## src/rtl/cmpacc_pkg.sv

```systemverilog
// Shared constants and types for the compare-accumulate bitmap interface.
// The bitmap producer and the cmpacc consumer both agree on these shapes.
package cmpacc_pkg;

  localparam int CMP_ROWS  = 64;
  localparam int CMP_COLS  = 24;
  localparam int CMP_RES_W = 13;

  // Field masks for the cmpacc result word.
  localparam logic [CMP_RES_W-1:0] RES_COL = 13'h001f;  // [4:0]   column offset
  localparam logic [CMP_RES_W-1:0] RES_ROW = 13'h07e0;  // [10:5]  row offset
  localparam logic [CMP_RES_W-1:0] RES_FLG = 13'h1800;  // [12:11] flags

  typedef enum logic [1:0] {
    IDLE,
    FILL,
    ISSUE,
    WAIT
  } feeder_state_t;

endpackage

```

## src/rtl/feeder_watchdog.sv

```systemverilog
// Saturating wait counter for the cmpacc handshake.
// armed gates stale done pulses; expired marks the last allowed wait cycle.
module feeder_watchdog #(
  parameter int TIMEOUT = 512
) (
  input  logic clk,
  input  logic rst_n,
  input  logic clr,
  input  logic en,
  output logic armed,
  output logic expired
);

  localparam int            W    = $clog2(TIMEOUT);
  localparam logic [W-1:0]  LAST = W'(TIMEOUT - 1);

  logic [W-1:0] wcnt;

  // NOTE: sequential state uses non-blocking assignments so every flop samples pre-edge values.
  always_ff @(posedge clk or negedge rst_n) begin
    if (!rst_n) begin
      wcnt <= '0;
    end else if (clr) begin
      wcnt <= '0;
    end else if (en && wcnt != LAST) begin
      wcnt <= wcnt + 1'b1;
    end
  end

  assign armed   = (wcnt >= W'(2));
  assign expired = (wcnt == LAST);

endmodule

```

## src/rtl/bitmap_feeder.sv

```systemverilog
// Assembles a ROWS x COLS glyph frame from a row stream, strobes it into
// cmpacc, and returns the captured result or a timeout indication.
module bitmap_feeder
  import cmpacc_pkg::*;
#(
  parameter int ROWS    = CMP_ROWS,
  parameter int COLS    = CMP_COLS,
  parameter int TIMEOUT = 512
) (
  input  logic                  clk,
  input  logic                  rst_n,
  input  logic [COLS-1:0]       row_data,
  input  logic                  row_valid,
  output logic                  row_ready,
  output logic [ROWS*COLS-1:0]  bitmap,
  output logic                  wren,
  input  logic [CMP_RES_W-1:0]  result,
  input  logic                  done,
  output logic [CMP_RES_W-1:0]  res_out,
  output logic                  res_valid,
  output logic                  timeout,
  output logic                  busy
);

  localparam int               ROW_W    = $clog2(ROWS);
  localparam logic [ROW_W-1:0] LAST_ROW = ROW_W'(ROWS - 1);

  feeder_state_t    state, state_nxt;
  logic [ROW_W-1:0] row_cnt;
  logic [ROW_W-1:0] row_idx;
  logic             row_wr;
  logic             wd_clr, wd_en, armed, expired;
  logic             take_res, take_to;

  feeder_watchdog #(.TIMEOUT(TIMEOUT)) u_watchdog (
    .clk     (clk),
    .rst_n   (rst_n),
    .clr     (wd_clr),
    .en      (wd_en),
    .armed   (armed),
    .expired (expired)
  );

  // NOTE: every output of this block gets a default first, so no path infers a latch.
  always_comb begin
    state_nxt = state;
    row_ready = 1'b0;
    row_wr    = 1'b0;
    wren      = 1'b0;
    wd_clr    = 1'b0;
    wd_en     = 1'b0;
    take_res  = 1'b0;
    take_to   = 1'b0;
    busy      = (state != IDLE);
    row_idx   = (state == IDLE) ? '0 : row_cnt;
    case (state)
      IDLE: begin
        row_ready = 1'b1;
        if (row_valid) begin
          row_wr    = 1'b1;
          state_nxt = FILL;
        end
      end
      FILL: begin
        row_ready = 1'b1;
        if (row_valid) begin
          row_wr = 1'b1;
          if (row_cnt == LAST_ROW) state_nxt = ISSUE;
        end
      end
      ISSUE: begin
        wren      = 1'b1;
        wd_clr    = 1'b1;
        state_nxt = WAIT;
      end
      WAIT: begin
        wd_en = 1'b1;
        // A qualified done takes priority over expiry in the same cycle.
        if (done && armed) begin
          take_res  = 1'b1;
          state_nxt = IDLE;
        end else if (expired) begin
          take_to   = 1'b1;
          state_nxt = IDLE;
        end
      end
      default: state_nxt = IDLE;
    endcase
  end

  always_ff @(posedge clk or negedge rst_n) begin
    if (!rst_n) begin
      state     <= IDLE;
      row_cnt   <= '0;
      res_out   <= '0;
      res_valid <= 1'b0;
      timeout   <= 1'b0;
    end else begin
      state     <= state_nxt;
      res_valid <= take_res;
      timeout   <= take_to;
      if (take_res) res_out <= result;
      if (row_wr)   row_cnt <= (row_idx == LAST_ROW) ? '0 : row_idx + 1'b1;
    end
  end

  // NOTE: the frame store is reset on purpose: bitmap must read as zero straight after reset.
  always_ff @(posedge clk or negedge rst_n) begin
    if (!rst_n) begin
      bitmap <= '0;
    end else if (row_wr) begin
      bitmap[COLS*(ROWS-1-int'(row_idx)) +: COLS] <= row_data;
    end
  end

endmodule

```

## config.mk

```make
export PLATFORM = sky130hd
export DESIGN_NAME = bitmap_feeder
export DESIGN_NICKNAME = d
export VERILOG_FILES = /design/src/rtl/cmpacc_pkg.sv /design/src/rtl/feeder_watchdog.sv /design/src/rtl/bitmap_feeder.sv
export SDC_FILE = /design/constraint.sdc
export NUM_CORES = 2
export LEC_CHECK = 0
export BUFFER_PORTS_ARGS = -buffer_cell sky130_fd_sc_hd__buf_4
export CAP_MARGIN = 20
export CORE_AREA = 5 5 613 615
export CTS_CLUSTER_SIZE = 25
export DETAILED_ROUTE_END_ITERATION = 16
export DIE_AREA = 0 0 618 620
export PLACE_DENSITY = 0.41
export REMOVE_ABC_BUFFERS = 1
export SYNTH_ARGS = -nofsm -noshare
export SYNTH_HDL_FRONTEND = slang
export SYNTH_SLANG_ARGS = --single-unit
export TNS_END_PERCENT = 1
```

## constraint.sdc

```tcl
create_clock -name clk -period 15.4 [get_ports clk]
set_input_delay 3.08 -clock clk [delete_from_list [all_inputs] [get_ports clk]]
set_output_delay 3.08 -clock clk [all_outputs]
set_load 0.01 [all_outputs]
```

==> metrics.csv <==
stage,metric,value,unit
layout,area_delta_synth_final,39.3,%
grt,met1_usage,23.8,%
logic_synthesis,synth-main-ff-cell,dfrtp_1,
sta,setup_ws,8.01,ns
sta,fin_worst_skew,0.0439,ns
hold_path,min_path_cells,2,
clocking,htreeDepth,4,
power_and_ir_drop,pwr_density_cell,278,nW/um^2
sta,max_freq,135,MHz
routing,avgRoutedWirePerCell,34.9,um
logic_synthesis,ys_seq_area_share,60.1,%
power_and_ir_drop,irDropWorstVdd,0.438,mV
critical_path,endpoint_kind,register,
die,rows,224,
logic_synthesis,synth_edf_count,0,
critical_path,startpoint_type,register,
logic_synthesis,syn_inst,4931,
grt,antenna_found_initial,49,
clocking,cts_tree,yes,
power_and_ir_drop,leakage,45.1,nW
clocking,worstSkewPairLatency,0.85,ns
clocking,ctsResizeCount,0,
critical_path,arrival,8.11,ns
critical_path,critical_path_required,16.13,ns
layout,nFillCells,39210,
logic_synthesis,ys_seq_elements,1568,
routing,routed_wl,411000,um
logic_synthesis,ys_types,71,
placed_design,numPortBuffers,1594,
die,die_x,618,um
grt,grt_usage,20.6,%
logic_synthesis,synthArstFlopShare,100,%
grt,grt_max_degree,177,
sta,fin_crit,7.39,ns
clocking,cts_setup_buffers,0,
grt,use_met2,36.6,%
routing,routed_via_density,4.27,
routing,vias,50296,
grt,gr-usage-met3,5.53,%
critical_path,path_max_fanout,23,
critical_path,r2r_start,state[0],
sta,hold_viol,0,
run,drv_cap,0,
die,initial_core_util,17.6,%
sta,setup_violations,0,
die,coreArea,370000,um^2
sta,relSlewSlack,22.1,%
hold_path,min-delay-start,res_out[0],
routing,route.detailed.drc,0,
layout,final_nets,6709,
sta,drv_slew,0,
logic_synthesis,ys_warn_count,0,
placed_design,dp_cells,11421,
logic_synthesis,avgSynthCellArea,13.3,um^2
die,die_h,620,um
layout,drive_gt1_share,53.0,%
routing,ant_nets,0,
logic_synthesis,syn_area,65300,um^2
clocking,clkSinkCount,1568,
layout,layout.cells.non_filler,11785,
clocking,cts_buffers,194,
clocking,ctsLongestPathBuffers,4,
routing,dr.pass1.iters,6,
grt,grt_pass1_vias,52622,
placed_design,dpl.hpwl,325000,um
run_status,outcome,"complete, no violations",
die,ios,1595,
routing,initialDrtViolationCount,3353,
sta,min_period_over_period,48.0,%
sta,worst_slew_pin_slew,1.17,ns
grt,grt-ovfl-total,0,
clocking,hold_buffers,0,
sta,rsz0062_at_grt,false,
critical_path,rrSetupSlack,8.01,ns
sta,setup-tns-final,0,ns
die,die_area,383000,um^2
hold_path,holdPathEnd,res_out[0],
placed_design,dp_worst_setup_slack,8.01,ns
grt,grt_pass1_wl,532000,um
hold_path,hold_class,reg2reg,
placed_design,routabilityCongestion,0.877,
critical_path,worstRegToRegCells,14,
layout,final_core_util,24.6,%
critical_path,path_class,reg2reg,
critical_path,reg2reg_to,bitmap[1497],
clocking,root_buffer,clkbuf_16,
grt,busiest_layer,met2,
clocking,clk_pin_slew,0.06,ns
==> worst max-delay path, cell delays in order, from the launching register on <==
cell	delay, ns
dfrtp_1	0.40
inv_1	0.11
ha_1	0.52
nand2b_2	0.51
ha_1	0.32
ha_1	0.23
fa_1	0.49
xor2_2	0.47
or3_1	0.40
nand3_2	0.30
nand2_4	0.62
buf_4	0.59
nand2_1	0.74
nor2_1	1.03
mux2_2	0.41
==> sequential cells by signal, indices dropped and copies added (netlist names) <==
| register | cells |
|---|---|
| row_cnt | 6 |
| state | 2 |
| bitmap | 1536 |
| timeout | 1 |
| res_out | 13 |
| u_watchdog.wcnt | 9 |
| res_valid | 1 |
==> area by class of cell <==
type	instances	area [um^2]	share of cell area (%)
inverter	18	67.6	0.0742
antenna	14	35.0	0.0385
clock buffer	271	5580	6.13
sequential	1568	39200	43.1
timing repair buffer	1767	13500	14.8
multi-input combinational	3101	25500	28.0
tap	4972	6220	6.84
clock inverter	74	953	1.05
==> cell usage after synthesis (32+ instances only) <==
library cell	number	share of area (%)
dfrtp_1	1568	60
mux2_2	1340	23
nor2_1	537	3.1
o21ai_0	224	1.7
nand2_1	216	1.2
clkbuf_1	169	0.97
o31ai_1	122	1.4
nand3_1	98	0.75
o22ai_1	65	0.62
nor3_1	42	0.32
o41ai_1	40	0.54
buf_2	36	0.28
a21oi_1	32	0.25
nor3_4	32	0.80
==> cell usage in the layout, fill, tap and decap left out, types with 18 or more instances in the layout <==
cell       instances
buf_4           1750
dfrtp_1         1568
mux2_2          1340
nor2_1           523
o21ai_0          224
nand2_1          207
clkbuf_16        198
o31ai_1          122
nand3_1           89
o22ai_1           65
o41ai_1           40
clkbuf_1          38
nor3_1            37
nor2_2            35
clkbuf_8          35
nor3_4            33
clkinv_2          32
a21oi_1           24
or2_2             23
nand4_1           22
mux2i_1           21
or3_1             20
nor4_1            18
==> worst max path at each step <==
| stage | cells after the start | from | slack [ns] | end |
|---|---|---|---|---|
| after floorplan | 12 | state[0] | 6.11 | bitmap[184] |
| after global placement | 13 | state[0] | 7.97 | bitmap[1244] |
| after detailed placement | 14 | state[0] | 8.01 | bitmap[1503] |
| after CTS | 14 | state[0] | 8.02 | bitmap[1497] |
| after global routing | 16 | state[0] | 7.69 | bitmap[61] |
| final | 14 | state[0] | 8.01 | bitmap[1497] |
==> report_power, final <==
group          total [mW]  switching (mW)  internal, mW
Clock                4.79            1.99          2.80
Combinational        14.8            11.3          3.45
Sequential           5.69           0.622          5.06
==> layer usage <==
layer	share of wire (%)	wire length (um)	up-vias
met2	51	208000	1740
met1	38	157000	26803
li1	-	-	21253
met4	4.1	16700	18
met3	6.9	28400	482
met5	0.027	110	-
==> per-stage QoR <==
stage                     area, um^2  power (mW)  hold WS, ns
after global routing           91000        26.4        0.487
after global placement         84300        20.8        0.460
final                          91000        25.3        0.480
after floorplan                64300        11.0        0.472
after CTS                      90900        25.9        0.480
after detailed placement       84300        21.0        0.464
==> logic make-up (layout without fill, tap and decap cells) <==
logic type / after synthesis / after routing / share of synthesized area (%)
simple gates: 1092 / 1092 / 7.99
fa+ha+maj: 18 / 18 / 0.356
mux: 1361 / 1361 / 23.4
other cells: 0 / 14 / 0
compound gates: 614 / 614 / 6.26
xor+xnor: 16 / 16 / 0.249
buf+inv: 262 / 2130 / 1.68
flops: 1568 / 1568 / 60.1
Note: power is estimated with default switching activity, not from simulation.
